--- config.mk ---
export PLATFORM = sky130hd
export DESIGN_NAME = led_shift_history_flat
export DESIGN_NICKNAME = d
export VERILOG_FILES = /design/src/rtl/led_shift_history_pkg.sv /design/src/rtl/led_shift_history_if.sv /design/src/rtl/led_hist_lifo.sv /design/src/rtl/led_shift_history.sv /design/src/flat_wrapper.sv
export SDC_FILE = /design/constraint.sdc
export NUM_CORES = 1
export LEC_CHECK = 0
export ABC_AREA = 1
export CAP_MARGIN = 40
export CELL_PAD_IN_SITES_DETAIL_PLACEMENT = 1
export CELL_PAD_IN_SITES_GLOBAL_PLACEMENT = 2
export CORE_ASPECT_RATIO = 1.4
export CORE_MARGIN = 10
export CORE_UTILIZATION = 42
export CTS_CLUSTER_DIAMETER = 150
export CTS_CLUSTER_SIZE = 25
export DETAILED_ROUTE_END_ITERATION = 16
export HOLD_SLACK_MARGIN = 0.05
export PLACE_DENSITY = 0.91
export SLEW_MARGIN = 20
export SYNTH_ARGS = -nofsm -noshare
export SYNTH_HDL_FRONTEND = slang
export SYNTH_HIERARCHICAL = 1
export SYNTH_SLANG_ARGS = --single-unit
--- constraint.sdc ---
create_clock -name clk1 -period 4.85 [get_ports clk1]
set_input_delay 0.97 -clock clk1 [delete_from_list [all_inputs] [get_ports clk1]]
set_output_delay 0.97 -clock clk1 [all_outputs]
set_load 0.005 [all_outputs]
--- src/rtl/led_shift_history_pkg.sv ---
// Shared defaults and width helpers for the LED shift/undo display block.
package led_shift_pkg;

  localparam int unsigned DEF_WIDTH = 18;
  localparam int unsigned DEF_SYM_W = 1;
  localparam int unsigned DEF_DEPTH = 4;

  // Bits needed to hold a history count of 0..depth inclusive.
  function automatic int unsigned CNT_W(input int unsigned depth);
    return $clog2(depth + 1);
  endfunction

  // Ring pointer width; at least one bit so DEPTH=1 still has a legal vector.
  function automatic int unsigned PTR_W(input int unsigned depth);
    return (depth > 1) ? $clog2(depth) : 1;
  endfunction

endpackage

--- src/rtl/led_shift_history_if.sv ---
// Command and status bundle between the symbol decoder and the LED shift register.
interface led_shift_history_if
  import led_shift_pkg::*;
#(
  parameter int unsigned WIDTH = DEF_WIDTH,
  parameter int unsigned SYM_W = DEF_SYM_W,
  parameter int unsigned DEPTH = DEF_DEPTH
);
  logic                    shift_en;
  logic [SYM_W-1:0]        din;
  logic                    undo_en;
  logic                    clear;
  logic [WIDTH-1:0]        led;
  logic [CNT_W(DEPTH)-1:0] hist_count;
  logic                    hist_empty;
  logic                    hist_full;
  logic                    undo_err;

  modport master (
    output shift_en, din, undo_en, clear,
    input  led, hist_count, hist_empty, hist_full, undo_err
  );

  modport slave (
    input  shift_en, din, undo_en, clear,
    output led, hist_count, hist_empty, hist_full, undo_err
  );
endinterface

--- src/rtl/led_hist_lifo.sv ---
// WIDTH x DEPTH ring-buffer LIFO; a push when full overwrites the oldest entry.
module led_hist_lifo
  import led_shift_pkg::*;
#(
  parameter int unsigned WIDTH = DEF_WIDTH,
  parameter int unsigned DEPTH = DEF_DEPTH
) (
  input  logic                    clk1,
  input  logic                    reset,
  input  logic                    push,
  input  logic                    pop,
  input  logic                    flush,
  input  logic [WIDTH-1:0]        din,
  output logic [WIDTH-1:0]        top,
  output logic [CNT_W(DEPTH)-1:0] count,
  output logic                    empty,
  output logic                    full
);
  localparam int unsigned CW = CNT_W(DEPTH);
  localparam int unsigned PW = PTR_W(DEPTH);

  logic [WIDTH-1:0] mem [DEPTH];
  logic [PW-1:0]    ptr;
  logic [PW-1:0]    ptr_inc;
  logic [PW-1:0]    ptr_dec;
  logic             do_pop;
  logic             do_push;

  always_comb begin
    empty   = (count == '0);
    full    = (count == CW'(DEPTH));
    ptr_inc = (ptr == PW'(DEPTH - 1)) ? '0 : ptr + 1'b1;
    ptr_dec = (ptr == '0) ? PW'(DEPTH - 1) : ptr - 1'b1;
    // flush > pop > push, so at most one of these is ever active
    do_pop  = pop & ~flush & ~empty;
    do_push = push & ~flush & ~pop;
    top     = mem[ptr];
  end

  always_ff @(posedge clk1 or posedge reset) begin
    if (reset) begin
      ptr   <= '0;
      count <= '0;
    end else if (flush) begin
      ptr   <= '0;
      count <= '0;
    end else if (do_pop) begin
      ptr   <= ptr_dec;
      count <= count - 1'b1;
    end else if (do_push) begin
      ptr <= ptr_inc;
      if (!full) count <= count + 1'b1;
    end
  end

  // Entry contents carry no reset; only ptr/count define validity.
  always_ff @(posedge clk1) begin
    if (do_push) mem[ptr_inc] <= din;
  end
endmodule

--- src/rtl/led_shift_history.sv ---
// LED shift register with multi-level undo; clear > undo > shift on each edge.
module led_shift_history
  import led_shift_pkg::*;
#(
  parameter int unsigned WIDTH = DEF_WIDTH,
  parameter int unsigned SYM_W = DEF_SYM_W,
  parameter int unsigned DEPTH = DEF_DEPTH
) (
  input  logic                clk1,
  input  logic                reset,
  led_shift_history_if.slave  bus
);
  logic [WIDTH-1:0]        led_q;
  logic                    undo_err_q;
  logic [WIDTH-1:0]        top;
  logic [CNT_W(DEPTH)-1:0] count;
  logic                    empty;
  logic                    full;
  logic                    do_clear;
  logic                    do_undo;
  logic                    do_shift;

  always_comb begin
    do_clear = bus.clear;
    do_undo  = bus.undo_en & ~bus.clear;
    do_shift = bus.shift_en & ~bus.undo_en & ~bus.clear;
  end

  led_hist_lifo #(
    .WIDTH (WIDTH),
    .DEPTH (DEPTH)
  ) u_hist (
    .clk1  (clk1),
    .reset (reset),
    .push  (do_shift),
    .pop   (do_undo),
    .flush (do_clear),
    .din   (led_q),
    .top   (top),
    .count (count),
    .empty (empty),
    .full  (full)
  );

  always_ff @(posedge clk1 or posedge reset) begin
    if (reset) begin
      led_q      <= '0;
      undo_err_q <= 1'b0;
    end else begin
      undo_err_q <= do_undo & empty;
      if (do_clear)
        led_q <= '0;
      else if (do_undo && !empty)
        led_q <= top;
      else if (do_shift)
        led_q <= {led_q[WIDTH-SYM_W-1:0], bus.din};
    end
  end

  assign bus.led        = led_q;
  assign bus.undo_err   = undo_err_q;
  assign bus.hist_count = count;
  assign bus.hist_empty = empty;
  assign bus.hist_full  = full;
endmodule
--- src/flat_wrapper.sv ---
// flat-port wrapper written by rule: the top's interface ports become plain ports
module led_shift_history_flat import led_shift_pkg::*;
#(
  parameter int unsigned WIDTH = DEF_WIDTH,
  parameter int unsigned SYM_W = DEF_SYM_W,
  parameter int unsigned DEPTH = DEF_DEPTH
)
  (clk1, reset, bus_shift_en, bus_din, bus_undo_en, bus_clear, bus_led, bus_hist_count, bus_hist_empty, bus_hist_full, bus_undo_err);
  led_shift_history_if #(.WIDTH(WIDTH), .SYM_W(SYM_W), .DEPTH(DEPTH)) bus_i ();
  input  logic clk1;
  input  logic reset;
  input wire logic [$bits(bus_i.shift_en)-1:0] bus_shift_en;
  input wire logic [$bits(bus_i.din)-1:0] bus_din;
  input wire logic [$bits(bus_i.undo_en)-1:0] bus_undo_en;
  input wire logic [$bits(bus_i.clear)-1:0] bus_clear;
  output wire logic [$bits(bus_i.led)-1:0] bus_led;
  output wire logic [$bits(bus_i.hist_count)-1:0] bus_hist_count;
  output wire logic [$bits(bus_i.hist_empty)-1:0] bus_hist_empty;
  output wire logic [$bits(bus_i.hist_full)-1:0] bus_hist_full;
  output wire logic [$bits(bus_i.undo_err)-1:0] bus_undo_err;
  assign bus_i.shift_en = bus_shift_en;
  assign bus_i.din = bus_din;
  assign bus_i.undo_en = bus_undo_en;
  assign bus_i.clear = bus_clear;
  assign bus_led = bus_i.led;
  assign bus_hist_count = bus_i.hist_count;
  assign bus_hist_empty = bus_i.hist_empty;
  assign bus_hist_full = bus_i.hist_full;
  assign bus_undo_err = bus_i.undo_err;
  led_shift_history #(.WIDTH(WIDTH), .SYM_W(SYM_W), .DEPTH(DEPTH)) u_core (.clk1(clk1), .reset(reset), .bus(bus_i));
endmodule
==> implementation parameters, run 1 <==
Parameter                              Value

Layout
  N_diodes ... 0
  Most common cell after layout, fill and taps aside ... sky130_fd_sc_hd__edfxtp_1
  Finished Layout Cells ... 490
  Fill cell instance count of the final layout ... 968
  Number of nets in the finished design ... 386
  Commonest cells after routing, fill and taps aside ... 72 x sky130_fd_sc_hd__edfxtp_1, 44 x sky130_fd_sc_hd__nand2_1, 42 x sky130_fd_sc_hd__nand3_1
  Area overhead of the layout relative to synthesis ... 17.3%
  Fraction of layout instances using a drive strength above 1 ... 0.108

Synthesis
  Synthesis Warnings ... 6
  Synth Net Count ... 354
  Cell taking the most area after synthesis ... sky130_fd_sc_hd__edfxtp_1
  Post-synth EDFFs ... 72
  Cell count after synthesis ... 343
  Netlist area before placement ... 4030 um2
  Sequential share of the synthesized area ... 0.686
  Area fraction of the dominant cell type after synthesis ... 0.537
  Post-synthesis async set-or-reset flop share ... 0.250
  Synth Register Bits ... 96
  Average cell area after synthesis ... 11.7 um2
  Synth unique cells ... 27
  Most common flop cell mapped by yosys ... sky130_fd_sc_hd__edfxtp_1
  Biggest area contributors in the synthesized netlist ... sky130_fd_sc_hd__edfxtp_1 54%, sky130_fd_sc_hd__dfrtp_1 15%, sky130_fd_sc_hd__nand3_1 5.2%, sky130_fd_sc_hd__o21ai_0 4.8%, sky130_fd_sc_hd__nand2_1 4.1%

Global route
  Largest net degree at the start of global routing ... 41
  Residual overflow from global routing ... 0
  First-pass GRT wire length ... 16100 um
  Global router's overall resource usage ... 0.151
  Number of global-route vias before repair ... 2973
  Antenna violations before repair ... 0

Timing
  Relative slew margins ... 0.472
  Skew final ... 4.91 ps
  Final sum of negative setup slack ... 0 ps
  Setup violators final ... 0
  Hold Slack ... 590 ps
  Clock period minus final worst setup slack ... 3340 ps
  Slew at the pin closest to its max-slew limit ... 792 ps
  Highest clock frequency the design can meet ... 299 MHz
  Period utilisation layout ... 0.689
  Setup repair after global routing missed its margin ... no
  Final Max Tran Viols ... 0
  Final Hold Vio Count ... 0

Die
  Std-Cell Rows ... 42
  Die Width ... 103 um
  I/O Pins ... 30
  Core box area ... 9410 um2
  Initial Util ... 0.428
  Full die area ... 14000 um2
  Chip Height ... 136 um

Route
  Total iterations of the first detailed-routing run ... 4
  Total via count after detailed routing ... 2773
  WL final ... 9960 um
  Remaining design rule violation count ... 0
  Number of nets with antenna violations after routing ... 0
  First DRT Iteration DRCs ... 142
  Avg WL per Cell ... 20.3 um
  Number of vias per cell after detailed routing ... 5.66

Job
  # Max-Cap Violations ... 0

Clocking
  Clock Root Buffer ... sky130_fd_sc_hd__clkbuf_16
  Number of hold buffers added after cts ... 0
  Post-CTS Resized ... 0
  CTS Sinks ... 96
  H-tree depth ... 3
  Number of buffers on the longest clock path ... 2
  CTS buffer count ... 9
  Clk Latency, worst-skew pair ... 350 ps
  Clock-pin slew of the registers on the worst-case setup and hold paths ... 60 ps
  TritonCTS clock tree ... done
  Post-CTS setup repair buffer count ... 0

Power and ir drop
  Power density over cell area ... 373 nW/um2
  Pleak ... 0.00183 uW
  Maximum ir drop on the vdd rail ... 174 uV

Setup path
  Cell-by-cell listing of the critical path ... clkdlybuf4s50_1 > nor2_2 > inv_1 > nor2_2 > nand2_4 > nor2_1 > buf_4
  Slowest cell on the critical path ... sky130_fd_sc_hd__clkdlybuf4s50_1
  Critical path start-end classification ... primary input to register
  Crit. Startpoint ... bus_clear
  Type of element capturing the critical path ... register
  Largest fanout on the critical path ... 15
  Data arrival at the endpoint of the critical path ... 3380 ps
  Critical path's most frequent cell ... sky130_fd_sc_hd__nor2_2
  Required time at the worst-slack endpoint ... 4890 ps
  Worst Setup Start Kind ... primary input
  Delay contributed by the slowest stage of the critical path ... 650 ps
  Source of the worst register-to-register timing path ... u_core/u_hist/ptr[1]

Run status
  Outcome ... finished, final reports clean

Placement
  Placer Congestion ... 0.768
  Count of input and output buffers ... 29
  HPWL after detailed placement ... 6510 um
  DP Cell Count ... 474

Worst hold path
  Origin of the worst min-delay path ... u_core/bus.led[17]
  Hold WC Path Type ... register to register
-- state kept, by name (all words and copies together), names as in the netlist --
| register | flops |
|---|---|
| u_core/u_hist/mem | 72 |
| u_core/bus.led | 18 |
| u_core/u_hist/count | 3 |
| u_core/u_hist/ptr | 2 |
| u_core/bus.undo_err | 1 |
-- layout make-up --
| type | instances | area, um2 | share of cell area |
|---|---|---|---|
| Tap cell | 110 | 138 | 0.0291 |
| Inverter | 22 | 85.1 | 0.0180 |
| Clock inverter | 5 | 56.3 | 0.0119 |
| Multi-Input combinational cell | 209 | 1070 | 0.226 |
| Clock buffer | 11 | 243 | 0.0514 |
| Sequential cell | 96 | 2760 | 0.585 |
| Timing Repair Buffer | 37 | 370 | 0.0784 |
-- cell families after synthesis --
group	count (synthesis)	share of synthesized area
and+or+nand+nor	142	0.161
adders and majority gates	5	0.0155
AOI/OAI and AO/OA	61	0.0861
buffers and inverters	38	0.0485
muxes	1	0.00280
DFF	96	0.686
-- metrics by stage --
step | cell area [um2] | worst slack [ps] | utilization | power, uW
after global routing | 4720 | 1230 | 0.502 | 1830
after floorplan | 4030 | 1930 | - | 1020
final | 4720 | 1510 | 0.502 | 1760
after CTS | 4720 | 1480 | 0.502 | 1780
after global placement | 4400 | 1190 | 0.467 | 1060
after detailed placement | 4420 | 1130 | 0.470 | 1070
-- power by group --
part / total [uW] / internal (uW) / switching, uW
clock: 709 / 413 / 297
sequential: 913 / 895 / 17.5
combinational: 140 / 49.1 / 90.8
total: 1760 / 1360 / 405
-- cells in the mapped netlist, types with 2 or more instances --
cell	n
sky130_fd_sc_hd__buf_6	4
sky130_fd_sc_hd__nand4_1	6
sky130_fd_sc_hd__nor2_1	41
sky130_fd_sc_hd__buf_4	2
sky130_fd_sc_hd__o21ai_0	39
sky130_fd_sc_hd__clkbuf_2	3
sky130_fd_sc_hd__o22ai_1	18
sky130_fd_sc_hd__nand2_1	44
sky130_fd_sc_hd__nor2_2	3
sky130_fd_sc_hd__inv_2	5
sky130_fd_sc_hd__inv_1	16
sky130_fd_sc_hd__edfxtp_1	72
sky130_fd_sc_hd__dfrtp_1	24
sky130_fd_sc_hd__nand2_4	2
sky130_fd_sc_hd__nand3_1	42
sky130_fd_sc_hd__ha_1	5
sky130_fd_sc_hd__buf_2	7
-- path summary, 6_finish.rpt --
check | end | slack, ps | cells after the start
max | u_core/u_hist/mem[0][3] | 1510 | 7
min | u_core/u_hist/mem[0][17] | 590 | 0
max reg2reg | u_core/u_hist/mem[1][3] | 2370 | 5
min reg2reg | u_core/u_hist/mem[0][17] | 590 | 0
max in group asynchronous | u_core/bus.led[6] | 3560 | 3
min in group asynchronous | u_core/u_hist/ptr[1] | 890 | 2
-- worst max-delay path: cells and delay by family --
| family | cells | cell delay, ps |
|---|---|---|
| buffers and inverters | 3 | 1100 |
| and+or+nand+nor | 4 | 1310 |
-- routing by layer --
metal  up-vias  GRT usage  routed length (um)
li1       1279          -                   -
met1      1439      0.174                4170
met2        42      0.263                5320
met3        13     0.0361                 328
met4         0     0.0566                 146
met5         -          0                   0
Note: power is estimated with default switching activity, not from simulation.
==> run 2, diff against run 1 <==
--- a/config.mk
+++ b/config.mk
@@ -11,12 +11,12 @@
 export CELL_PAD_IN_SITES_GLOBAL_PLACEMENT = 2
 export CORE_ASPECT_RATIO = 1.4
 export CORE_MARGIN = 10
-export CORE_UTILIZATION = 42
+export CORE_UTILIZATION = 39
 export CTS_CLUSTER_DIAMETER = 150
 export CTS_CLUSTER_SIZE = 25
 export DETAILED_ROUTE_END_ITERATION = 16
 export HOLD_SLACK_MARGIN = 0.05
-export PLACE_DENSITY = 0.91
+export PLACE_DENSITY = 0.86
 export SLEW_MARGIN = 20
 export SYNTH_ARGS = -nofsm -noshare
 export SYNTH_HDL_FRONTEND = slang
==> constraint.sdc (replaced) <==
create_clock -name clk1 -period 3.4 [get_ports clk1]
set_input_delay 0.68 -clock clk1 [delete_from_list [all_inputs] [get_ports clk1]]
set_output_delay 0.68 -clock clk1 [all_outputs]
set_load 0.005 [all_outputs]
==> implementation parameters, run 2 (same netlist as run 1, synthesis figures left out) <==
Parameter                              Value

Run status
  Outcome ... finished, final reports clean

Placement
  Count of input and output buffers ... 29
  HPWL after detailed placement ... 6350 um
  Cell Area, Placed ... 4490 um2
  Placer Congestion ... 0.711

Worst hold path
  Hold WC Path Type ... register to register

Route
  Remaining design rule violation count ... 0
  WL final ... 10000 um
  Total iterations of the first detailed-routing run ... 4
  Total via count after detailed routing ... 2748
  First DRT Iteration DRCs ... 136
  Avg WL per Cell ... 19.3 um
  Number of nets with antenna violations after routing ... 0
  Number of vias per cell after detailed routing ... 5.28

Layout
  Fraction of layout instances using a drive strength above 1 ... 0.112
  Final Instance Area ... 4760 um2
  Footprint of the multi-input gates ... 1070 um2
  Register area ... 2760 um2
  Post-layout util ... 0.476
  N_diodes ... 0
  Commonest cells after routing, fill and taps aside ... 72 x sky130_fd_sc_hd__edfxtp_1, 44 x sky130_fd_sc_hd__nand2_1, 42 x sky130_fd_sc_hd__nand3_1
  Top reg by flops ... u_core/u_hist/mem
  Number of nets in the finished design ... 391
  Area overhead of the layout relative to synthesis ... 18.2%
  Fill cell instance count of the final layout ... 1084
  Most common cell after layout, fill and taps aside ... sky130_fd_sc_hd__edfxtp_1
  Flip-flop count of the largest register after layout ... 72

Setup path
  Type of element capturing the critical path ... register
  Required time at the worst-slack endpoint ... 3630 ps
  Largest fanout on the critical path ... 9
  Cell-by-cell listing of the critical path ... clkdlybuf4s50_1 > nor2_1 > inv_2 > nor2_4 > nand3_1 > nand2_1 > inv_1 > ha_1 > inv_1 > nand4_1 > nand3_1 > nand2_1
  Worst Setup Start Kind ... primary input
  Slowest cell on the critical path ... sky130_fd_sc_hd__clkdlybuf4s50_1
  Data arrival at the endpoint of the critical path ... 2620 ps
  Delay contributed by the slowest stage of the critical path ... 650 ps
  Slack of the worst reg-to-reg path ... 1570 ps
  Critical path start-end classification ... primary input to register

Global route
  Number of global-route vias before repair ... 2986
  Antenna violations before repair ... 0
  Largest net degree at the start of global routing ... 41
  First-pass GRT wire length ... 16400 um
  Global router's overall resource usage ... 0.141
  Residual overflow from global routing ... 0

Power and ir drop
  Power share of the clock group ... 0.381
  Net load switching power ... 567 uW
  Pleak ... 0.00184 uW
  Fraction of power spent switching nets ... 0.233
  Internal power contribution ... 1860 uW
  Maximum ir drop on the vdd rail ... 246 uV
  Power share of the combinational group ... 0.085
  Part of the total power dissipated in sequential elements ... 0.534
  Power density over cell area ... 511 nW/um2

Timing
  Relative slew margins ... 0.564
  Setup violators final ... 0
  Final Max Tran Viols ... 0
  Setup repair after global routing missed its margin ... no
  Clock period minus final worst setup slack ... 2390 ps
  Skew final ... 4.14 ps
  Highest clock frequency the design can meet ... 419 MHz
  Slew at the pin closest to its max-slew limit ... 653 ps
  Final sum of negative setup slack ... 0 ps
  Final Hold Vio Count ... 0
  Period utilisation layout ... 0.703

Die
  Core box area ... 10000 um2
  Die Width ... 106 um
  Std-Cell Rows ... 43
  Chip Height ... 140 um
  I/O Pins ... 30
  Initial Util ... 0.402
  Full die area ... 14800 um2

Clocking
  Post-CTS Resized ... 0
  H-tree depth ... 3
  CTS buffer count ... 9
  Number of buffers on the longest clock path ... 2
  TritonCTS clock tree ... done
  Clk Latency, worst-skew pair ... 340 ps
  Clock Root Buffer ... sky130_fd_sc_hd__clkbuf_16
  CTS Sinks ... 96
  Clock-pin slew of the registers on the worst-case setup and hold paths ... 60 ps
  Post-CTS setup repair buffer count ... 0
  Number of hold buffers added after cts ... 0

Job
  # Max-Cap Violations ... 0
[run 2: changes by cell type in the layout (fill, tap and decap cells not counted), sizes merged]
cell | previous run | this run
bufinv | 1 | 0
clkinvlp | 1 | 0
buf | 8 | 13
clkbuf | 11 | 13
[run 2: through the flow]
stage | worst slack [ps] | hold WS (ps) | total power (uW) | cells
finish | 1010 | 581 | 2430 | 520
detailed placement | 684 | 563 | 1530 | 504
floorplan | 766 | 459 | 1450 | 343
global route | 890 | 588 | 2520 | 520
global placement | 770 | 553 | 1520 | 503
CTS | 1030 | 580 | 2450 | 520
[run 2: final timing paths]
| kind | endpoint | depth (start not counted) | from |
|---|---|---|---|
| max | u_core/u_hist/count[2] | 12 | bus_clear |
| max in group asynchronous | u_core/bus.led[0] | 3 | reset |
| min reg2reg | u_core/u_hist/mem[1][15] | 0 | u_core/bus.led[15] |
| max reg2reg | u_core/bus.led[12] | 8 | u_core/u_hist/count[2] |
| min in group asynchronous | u_core/u_hist/count[0] | 2 | reset |
| min | u_core/u_hist/mem[1][15] | 0 | u_core/bus.led[15] |
[run 2: power groups by stage]
stage                     sequential [uW]  combinational (uW)  clock (uW)
after floorplan                      1320                 135           0
after global placement               1320                 200           0
after detailed placement             1320                 210           0
after CTS                            1300                 212         941
after global routing                 1300                 232         988
final                                1300                 207         926
[run 2: worst max-delay path, delay by kind of cell]
family                   cells  cell delay (ps)
adder cells (fa/ha/maj)      1              170
buffers and inverters        4              850
AND/OR/NAND/NOR              7              920
[run 2: routing by layer]
layer / GRT usage / wire length (um)
met1: 0.160 / 4190
met2: 0.250 / 5350
met3: 0.0317 / 329
met4: 0.0536 / 167
met5: 0 / 0
[run 2: layout make-up]
type | count | area share
inverters | 22 | 0.0179
well taps | 135 | 0.0355
clock inverters | 3 | 0.00368
repair buffers | 42 | 0.0857
multi-input cells | 209 | 0.224
clock buffers | 13 | 0.0526
flip-flops and latches | 96 | 0.580
==> run 3, diff against run 2 <==
--- a/config.mk
+++ b/config.mk
@@ -11,12 +11,12 @@
 export CELL_PAD_IN_SITES_GLOBAL_PLACEMENT = 2
 export CORE_ASPECT_RATIO = 1.4
 export CORE_MARGIN = 10
-export CORE_UTILIZATION = 39
+export CORE_UTILIZATION = 35
 export CTS_CLUSTER_DIAMETER = 150
 export CTS_CLUSTER_SIZE = 25
 export DETAILED_ROUTE_END_ITERATION = 16
 export HOLD_SLACK_MARGIN = 0.05
-export PLACE_DENSITY = 0.86
+export PLACE_DENSITY = 0.82
 export SLEW_MARGIN = 20
 export SYNTH_ARGS = -nofsm -noshare
 export SYNTH_HDL_FRONTEND = slang
==> constraint.sdc (replaced) <==
create_clock -name clk1 -period 2.16 [get_ports clk1]
set_input_delay 0.432 -clock clk1 [delete_from_list [all_inputs] [get_ports clk1]]
set_output_delay 0.432 -clock clk1 [all_outputs]
set_load 0.005 [all_outputs]
==> implementation parameters, run 3 (same netlist as run 1, synthesis figures left out) <==
Parameter                              Value

Route
  Number of nets with antenna violations after routing ... 0
  Avg WL per Cell ... 18.6 um
  First DRT Iteration DRCs ... 168
  WL final ... 10000 um
  Total iterations of the first detailed-routing run ... 4
  Number of vias per cell after detailed routing ... 5.26
  Total via count after detailed routing ... 2838
  Remaining design rule violation count ... 0

Layout
  Commonest cells after routing, fill and taps aside ... 72 x sky130_fd_sc_hd__edfxtp_1, 44 x sky130_fd_sc_hd__nand2_1, 42 x sky130_fd_sc_hd__nand3_1
  N_diodes ... 0
  Flip-flop count of the largest register after layout ... 72
  Post-layout util ... 0.433
  Top reg by flops ... u_core/u_hist/mem
  Area overhead of the layout relative to synthesis ... 21.3%
  Number of nets in the finished design ... 403
  Fraction of layout instances using a drive strength above 1 ... 0.144
  Most common cell after layout, fill and taps aside ... sky130_fd_sc_hd__edfxtp_1
  Final Instance Area ... 4880 um2

Global route
  Largest net degree at the start of global routing ... 27
  Residual overflow from global routing ... 0
  First-pass GRT wire length ... 16200 um
  Antenna violations before repair ... 0
  Global router's overall resource usage ... 0.126
  Number of global-route vias before repair ... 3046

Die
  Core box area ... 11300 um2
  Std-Cell Rows ... 46
  I/O Pins ... 30
  Chip Height ... 147 um
  Die Width ... 111 um
  Full die area ... 16300 um2
  Initial Util ... 0.357

Timing
  Slew at the pin closest to its max-slew limit ... 407 ps
  Setup violators final ... 0
  Final sum of negative setup slack ... 0 ps
  Skew final ... 3.54 ps
  Final Max Tran Viols ... 0
  Hold Slack ... 353 ps
  Setup repair after global routing missed its margin ... no
  Period utilisation layout ... 0.947
  Final Hold Vio Count ... 0
  Relative slew margins ... 0.728
  Clock period minus final worst setup slack ... 2040 ps
  Highest clock frequency the design can meet ... 489 MHz

Clocking
  Number of buffers on the longest clock path ... 2
  CTS buffer count ... 9
  Clk Latency, worst-skew pair ... 340 ps
  Clock-pin slew of the registers on the worst-case setup and hold paths ... 60 ps
  Post-CTS Resized ... 0
  TritonCTS clock tree ... done
  Post-CTS setup repair buffer count ... 0
  CTS Sinks ... 96
  H-tree depth ... 3
  Number of hold buffers added after cts ... 0
  Clock Root Buffer ... sky130_fd_sc_hd__clkbuf_16

Job
  # Max-Cap Violations ... 0

Setup path
  Required time at the worst-slack endpoint ... 1730 ps
  Data arrival at the endpoint of the critical path ... 1610 ps
  Slowest cell on the critical path ... sky130_fd_sc_hd__clkdlybuf4s50_1
  Cell-by-cell listing of the critical path ... nor2_2 > nand2_2 > inv_1 > clkdlybuf4s50_1
  Delay contributed by the slowest stage of the critical path ... 510 ps
  Largest fanout on the critical path ... 4
  Type of element capturing the critical path ... primary output
  Critical path start-end classification ... register to primary output
  Worst Setup Start Kind ... register

Power and ir drop
  Power density over cell area ... 800 nW/um2
  Maximum ir drop on the vdd rail ... 370 uV
  Overall power after layout ... 3910 uW
  Pleak ... 0.00190 uW

Placement
  Count of input and output buffers ... 29
  Placer Congestion ... 0.717
  Cell Area, Placed ... 4600 um2
  HPWL after detailed placement ... 6580 um

Run status
  Outcome ... finished, final reports clean

Worst hold path
  Hold WC Path Type ... primary input to asynchronous set/reset pin
-- run 3: cell types whose count changed in the layout (fill, tap and decap cells not counted), sizes merged --
cell    previous run  this run
clkbuf            13        12
clkinv             3         2
buf               13        25
bufinv             0         1
-- run 3: area by class of cell --
cell class              instances  area (um2)
flip-flops and latches         96        2760
multi-input cells             209        1070
inverters                      22        85.1
clock buffers                  12         236
fillers                      1266        6400
clock inverters                 3        43.8
repair buffers                 54         503
well taps                     144         180
-- run 3: path summary, 6_finish.rpt --
kind	to	start	depth (start not counted)	slack, ps
max	bus_hist_empty	u_core/u_hist/count[1]	4	120
min	u_core/u_hist/ptr[0]	reset	2	350
max reg2reg	u_core/u_hist/mem[1][8]	u_core/u_hist/ptr[1]	5	560
min reg2reg	u_core/u_hist/mem[1][8]	u_core/bus.led[8]	0	590
max in group asynchronous	u_core/bus.led[0]	reset	3	1530
min in group clk1	u_core/u_hist/mem[1][8]	u_core/bus.led[8]	0	590
-- run 3: through the flow --
step	std cells	worst slack [ps]
6_report	540	115
5_1_grt	540	17.8
4_1_cts	540	74.2
3_3_place_gp	525	25.7
2_1_floorplan	343	-226
3_5_place_dp	525	-17.0
-- run 3: critical path: cells and delay by family, from the launching register on --
family	cells	cell delay, ps
buffers and inverters	2	600
DFF	1	430
and+or+nand+nor	2	250
-- run 3: report_power, final --
| group | total, uW | switching [uW] | internal [uW] |
|---|---|---|---|
| logic | 341 | 214 | 126 |
| registers | 2050 | 35.6 | 2010 |
| clock network | 1520 | 628 | 892 |
| total | 3910 | 878 | 3030 |
-- run 3: per-layer routing --
layer,vias up,track usage,share of wire
met3,13,0.0285,0.041
met1,1456,0.132,0.40
met4,0,0.0529,0.018
met2,59,0.234,0.54
li1,1310,-,-
met5,-,0,0
